File: config.mk
export PLATFORM = sky130hd
export DESIGN_NAME = tff_counter
export DESIGN_NICKNAME = d
export VERILOG_FILES = /design/src/rtl/tff_counter.sv
export SDC_FILE = /design/constraint.sdc
export NUM_CORES = 1
export LEC_CHECK = 0
export ABC_AREA = 1
export CAP_MARGIN = 10
export CORE_ASPECT_RATIO = 0.5
export CORE_MARGIN = 4
export CORE_UTILIZATION = 40
export CTS_CLUSTER_DIAMETER = 120
export DETAILED_ROUTE_END_ITERATION = 16
export GPL_TIMING_DRIVEN = 1
export HOLD_SLACK_MARGIN = 0.06
export PLACE_DENSITY_LB_ADDON = 0.15
export SLEW_MARGIN = 30
export SYNTH_ARGS = -nofsm -noshare
export SYNTH_HDL_FRONTEND = slang
export SYNTH_SLANG_ARGS = --single-unit
File: constraint.sdc
create_clock -name clk -period 1.9 [get_ports clk]
set_input_delay 0.38 -clock clk [delete_from_list [all_inputs] [get_ports clk]]
set_output_delay 0.38 -clock clk [all_outputs]
set_load 0.05 [all_outputs]
File: src/rtl/tff_counter.sv
// Loadable toggle / up / down register with a one-cycle terminal-count pulse and sticky overflow.
// Define TFF_COUNTER_SAT_EN to saturate at the terminal values instead of wrapping.
module tff_counter #(
    parameter int WIDTH = 8
) (
    input  logic             clk,
    input  logic             rst,
    input  logic             en,
    input  logic [1:0]       mode,
    input  logic [WIDTH-1:0] t,
    input  logic             ld,
    input  logic [WIDTH-1:0] ld_val,
    input  logic             clr_ovf,
    output logic [WIDTH-1:0] q,
    output logic [WIDTH-1:0] qbar,
    output logic             tc,
    output logic             ovf
);

    typedef enum logic [1:0] {
        MODE_TOGGLE = 2'b00,
        MODE_UP     = 2'b01,
        MODE_DOWN   = 2'b10,
        MODE_HOLD   = 2'b11
    } mode_e;

    localparam logic [WIDTH-1:0] ALL_ONES  = {WIDTH{1'b1}};
    localparam logic [WIDTH-1:0] ALL_ZEROS = {WIDTH{1'b0}};
    localparam logic [WIDTH-1:0] ONE       = {{(WIDTH-1){1'b0}}, 1'b1};

    mode_e            mode_sel;
    logic             at_top;
    logic             at_bottom;
    logic             term_hit;
    logic [WIDTH-1:0] q_inc;
    logic [WIDTH-1:0] q_dec;
    logic [WIDTH-1:0] q_next;
    logic             tc_next;
    logic             ovf_next;

    assign mode_sel  = mode_e'(mode);
    assign at_top    = (q == ALL_ONES);
    assign at_bottom = (q == ALL_ZEROS);

    // A terminal event is a count attempt past the end of the range; loads pre-empt it.
    assign term_hit = en && !ld &&
                      (((mode_sel == MODE_UP) && at_top) ||
                       ((mode_sel == MODE_DOWN) && at_bottom));

`ifdef TFF_COUNTER_SAT_EN
    assign q_inc = at_top    ? q : q + ONE;
    assign q_dec = at_bottom ? q : q - ONE;
`else
    assign q_inc = q + ONE;
    assign q_dec = q - ONE;
`endif

    always_comb begin
        q_next = q;
        if (ld) begin
            q_next = ld_val;
        end else if (en) begin
            case (mode_sel)
                MODE_TOGGLE: q_next = q ^ t;
                MODE_UP:     q_next = q_inc;
                MODE_DOWN:   q_next = q_dec;
                MODE_HOLD:   q_next = q;
                default:     q_next = q;
            endcase
        end
    end

    // Setting ovf takes precedence over a simultaneous clear.
    always_comb begin
        tc_next  = term_hit;
        ovf_next = term_hit | (ovf & ~clr_ovf);
    end

    always_ff @(posedge clk) begin
        if (rst) begin
            q   <= ALL_ZEROS;
            tc  <= 1'b0;
            ovf <= 1'b0;
        end else begin
            q   <= q_next;
            tc  <= tc_next;
            ovf <= ovf_next;
        end
    end

    assign qbar = ~q;

endmodule

==> results of run 1 <==
==> stage by stage <==
stage / instances / total power [mW] / area [um2]
floorplan: 194 / 0.567 / 1130
global placement: 286 / 0.756 / 1670
detailed placement: 286 / 0.759 / 1670
CTS: 290 / 1.04 / 1730
global route: 290 / 1.11 / 1750
finish: 290 / 1.04 / 1750
==> power by group through the flow <==
stage / clock network, mW / registers, mW / logic, mW
detailed placement: 0 / 0.266 / 0.493
floorplan: 0 / 0.307 / 0.260
CTS: 0.282 / 0.262 / 0.496
global route: 0.292 / 0.267 / 0.546
global placement: 0 / 0.267 / 0.489
finish: 0.274 / 0.263 / 0.501
==> cell type report <==
class,instances,area [um2]
Fill cell,254,890
Multi-Input combinational cell,147,786
Sequential cell,10,206
Inverter,31,124
Tap cell,37,46.3
Clock buffer,4,55.1
Timing Repair Buffer,61,528
==> registers in the layout (all words and copies together) (netlist names) <==
signal	cells
q	8
ovf	1
tc	1
==> placed cells by master (no fill, tap or decap), types with 2 or more instances in the layout <==
cell type / count
inv_1: 24
a21oi_2: 2
or2_2: 2
nand4_1: 2
nand2_2: 6
dfxtp_1: 7
dlygate4sd2_1: 2
ha_1: 4
inv_2: 4
nor2_1: 12
a31oi_1: 3
clkinvlp_4: 2
o21ai_0: 12
dfxtp_2: 2
buf_4: 36
nand2_1: 57
nand3_1: 20
clkbuf_8: 4
xnor2_1: 5
clkdlybuf4s50_1: 22
a21oi_1: 9
==> cells by family after synthesis <==
group / after synthesis
compound gates: 30
xor+xnor: 6
fa+ha+maj: 5
buf+inv: 37
flops: 10
simple gates: 106
==> what timing repair did <==
item	in CTS	in global routing
pin swaps	4	0
hold endpoints to repair	0	0
endpoints found under the setup margin	6	4
resized for setup	6	3
hold buffers	0	0
==> final timing paths <==
path / start / endpoint / slack [ps] / depth (start not counted)
worst max register to register: q[1]$_SDFFE_PP0P_ / q[4]$_SDFFE_PP0P_ / 240 / 12
worst min-delay path: ovf$_SDFF_PP0_ / ovf$_SDFF_PP0_ / 500 / 2
worst min register to register: ovf$_SDFF_PP0_ / ovf$_SDFF_PP0_ / 500 / 2
worst max-delay path: ovf$_SDFF_PP0_ / ovf / 150 / 1
==> per-layer routing <==
layer	share of wire [%]	track usage (%)	vias to the layer above	wire length, um
li1	-	-	733	-
met1	50	27.7	594	1660
met2	40	27.7	44	1310
met3	9.5	6.72	0	312
met4	0	1.95	0	0
met5	0	0	-	0
==> impl_metrics.ini, run 1 <==
[sta]
whs_ps = 498
hold_violations = 0
slew_headroom_pct = 66.2
fmax_mhz = 571
finalSetupViolations = 0
setup_slack_ps = 149
drv_slew = 0
worst_pin_slew_ps = 505
min_period_over_period_pct = 92.1
finalCriticalPeriod_ps = 1750
fin_skew_ps = 1.79
fin_setup_tns_ps = 0

[cts]
post-cts-setup-buffer-count = 0
path_clk_slew_ps = 50
cts_buffers = 3
clk_path_buf_depth = 2
clock-sinks = 10
cts_root_buffer = clkbuf_8
cts_tree = done
clock_latency_ps = 240
htreeDepth = 1

[power_and_ir_drop]
internal-power_mw = 0.619
power.leakage_nw = 0.854
pwr-share-comb_pct = 48.2
p_seq_share_pct = 25.3
p_clk_share_pct = 26.4
switchingPower_mw = 0.420
swShare_pct = 40.4
p_per_area_nw_per_um2 = 595
peakVddDrop_mv = 0.326

[global_routing]
overflow = 0
grtUsageTotal_pct = 19.0
grt_pass1_vias = 1164
grt_max_degree = 13
antenna_found_initial = 0
grt_pass1_wl_um = 5350

[critical_path]
crit_path_max_fanout = 2
critPathBufInv = 1
required_ps = 1520
arrival_ps = 1370
slowest_delay_ps = 800
cp_cell_sequence = clkdlybuf4s50_1
worst_path_max_delay_cell = clkdlybuf4s50_1
end_kind = output port
critPathTopFamily = buffers and inverters
cp-start-kind = flop
crit_type = reg -> out

[place]
place.gp.congestion = 0.816
dp_hpwl_um = 2710
port_buffers = 40
dp_slack_ps = -416

[synthesis]
synth_cell_type_count = 30
synth_edf_count = 0
synth-simple-area-share_pct = 42.0
async_flop_share_pct = 0
synth_warnings = 0
syn_nets = 222
ys_seq_elements = 10
synth.largest_area_cell = nand2_1
synth-xor-area-share_pct = 4.70
synth_compound_area_share_pct = 15.8
seq_area_frac_synth_pct = 17.9
synthMuxAreaShare_pct = 0
avgSynthCellArea_um2 = 5.76
yosys-top-cells-area = nand2_1 19%, dfxtp_1 18%, inv_1 9.4%
synth_top_family_by_area = simple AND/OR/NAND/NOR gates
synth_top_flop_cell = dfxtp_1
synth_cells = 194
yosys-top-cells-count = 57 x nand2_1, 28 x inv_1, 21 x nand3_1
yosysMostFrequentCell = nand2_1
syn_area_um2 = 1120
yosysTopAreaCellShare_pct = 19.1
synth_fa_ha_area_share_pct = 5.60

[routing]
vias_per_cell = 4.73
ant_nets = 0
first_pass_iters = 4
drc = 0
vias = 1371
wl_um = 3290
drtIter0Drc = 84
avgRoutedWirePerCell_um = 11.3

[final_layout]
n_antenna_cell = 0
syn_to_final_growth_pct = 56.2
fin_nets = 282
fin_util_pct = 66.2
drive_above_1_share_pct = 26.1

[floorplan]
fp.coreArea_um2 = 2640
dieHeight_um = 45.4
fp.dieArea_um2 = 3750
die-width_um = 82.7
initial_core_util_pct = 42.4
rows = 13
io_pins = 41

[min_path]
hp-class = reg -> reg

[run_status]
status = finished clean

[job]
drv_cap = 0
Note: power is estimated with default switching activity, not from simulation.
==> run 2, diff against run 1 <==
--- a/config.mk
+++ b/config.mk
@@ -7,11 +7,11 @@
 export LEC_CHECK = 0
 export ABC_AREA = 1
 export CAP_MARGIN = 10
-export CORE_ASPECT_RATIO = 0.5
 export CORE_MARGIN = 4
-export CORE_UTILIZATION = 40
+export CORE_UTILIZATION = 50
 export CTS_CLUSTER_DIAMETER = 120
 export DETAILED_ROUTE_END_ITERATION = 16
+export DONT_BUFFER_PORTS = 1
 export GPL_TIMING_DRIVEN = 1
 export HOLD_SLACK_MARGIN = 0.06
 export PLACE_DENSITY_LB_ADDON = 0.15
==> impl_metrics.ini, run 2 (synthesis gave the netlist of run 1 again) <==
[run_status]
status = finished clean

[sta]
drv_slew = 0
rsz0062_at_grt = no
fmax_mhz = 624
hold_violations = 0
fin_skew_ps = 1.53
whs_ps = 153
fin_setup_tns_ps = 0
slew_headroom_pct = 63.4
worst_pin_slew_ps = 548
min_period_over_period_pct = 84.3
finalSetupViolations = 0
setup_slack_ps = 298
finalCriticalPeriod_ps = 1600

[place]
dp_cells = 232
place.gp.congestion = 0.877
place_area_um2 = 1250
dp_hpwl_um = 2650
dp_slack_ps = 18.8
port_buffers = 0

[final_layout]
fillers = 204
final_cell_mix = 57 x nand2_1, 26 x inv_1, 21 x nand3_1
reg.largest.list = q: 8 flops, ovf: 1 flops, tc: 1 flops
largest_reg_flops = 8
fin_nets = 238
syn_to_final_growth_pct = 14.4
final_area_um2 = 1280
largest_register = q
n_antenna_cell = 0
drive_above_1_share_pct = 18.7
finalNonFillerCells = 236
final_common_cell = nand2_1
fin_util_pct = 62.6

[floorplan]
rows = 16
die-width_um = 55.3
fp.dieArea_um2 = 3050
fp.coreArea_um2 = 2040
dieHeight_um = 55.3
io_pins = 41
initial_core_util_pct = 54.7

[global_routing]
grt-busiest-layer = met2
grt_pass1_wl_um = 5530
overflow = 0
grt_pass1_vias = 1269
grt_max_degree = 13
antenna_found_initial = 0
globalRouteMet3Util_pct = 6.76
grtUsageMet2_pct = 40.2
grtUsageTotal_pct = 22.0
gr-usage-met1_pct = 23.1

[cts]
cts_hold_buf = 0
cts_buffers = 3
cts_tree = done
cts_root_buffer = clkbuf_4
post-cts-setup-buffer-count = 0
htreeDepth = 1
path_clk_slew_ps = 70
post_cts_resized = 0
clock_latency_ps = 280
clk_path_buf_depth = 2
clock-sinks = 10

[routing]
first_pass_iters = 4
drtIter0Drc = 49
drc = 0
wl_um = 3220
vias = 1289
vias_per_cell = 5.46
ant_nets = 0
avgRoutedWirePerCell_um = 13.6

[power_and_ir_drop]
p_total_mw = 0.819
swShare_pct = 47.2
switchingPower_mw = 0.386
internal-power_mw = 0.432
p_clk_share_pct = 20.3
p_seq_share_pct = 31.2
pwr-share-comb_pct = 48.4
power.leakage_nw = 0.644
p_per_area_nw_per_um2 = 640
peakVddDrop_mv = 0.562

[critical_path]
end_kind = flop
crit_path_max_fanout = 4
required_ps = 2110
crit_type = in -> reg
cp-start-kind = input pin
arrival_ps = 1810

[job]
drv_cap = 0

[min_path]
hp-class = in -> reg
run 2: cell types whose count changed in the layout (fill, tap and decap cells not counted), sizes merged:
cell           previous run  this run
clkdlybuf4s50            22         0
buf                      37        17
dlygate4sd2               2         0
run 2: worst max-delay path, cell delays in order:
cell	delay, ps
inv_1	30
ha_1	230
inv_1	90
nand2_1	70
nand2_1	70
inv_1	40
ha_1	170
a21o_1	180
nand3_1	100
o21ai_1	80
inv_1	60
nand2_1	40
nand3_1	60
nand3_1	70
a21oi_1	150
run 2: power groups by stage:
stage | clock network [mW] | logic, mW | registers [mW]
3_5_place_dp | 0 | 0.394 | 0.260
5_1_grt | 0.177 | 0.433 | 0.258
3_3_place_gp | 0 | 0.387 | 0.260
4_1_cts | 0.169 | 0.396 | 0.255
6_report | 0.166 | 0.397 | 0.256
2_1_floorplan | 0 | 0.260 | 0.307
run 2: worst paths after layout:
check	slack, ps	end	startpoint	depth (start not counted)
worst min-delay path	150	q[7]$_SDFFE_PP0P_	rst	1
worst max-delay path	300	q[4]$_SDFFE_PP0P_	mode[0]	15
worst max register to register	300	q[4]$_SDFFE_PP0P_	q[1]$_SDFFE_PP0P_	13
worst min register to register	580	q[0]$_SDFFE_PP0P_	q[0]$_SDFFE_PP0P_	2
run 2: routing by layer:
layer,part of all wire [%],wire length [um],vias up
li1,-,-,647
met1,38,1230,582
met2,51,1640,49
met3,8.7,281,11
met4,2.3,75,0
met5,0,0,-
run 2: cell type report:
| cell class | instances | area [um2] | area share, % |
|---|---|---|---|
| multi-input combinational | 147 | 761 | 59.5 |
| sequential | 10 | 206 | 16.1 |
| timing repair buffer | 17 | 128 | 9.98 |
| inverter | 31 | 124 | 9.69 |
| tap | 27 | 33.8 | 2.64 |
| clock buffer | 4 | 26.3 | 2.05 |
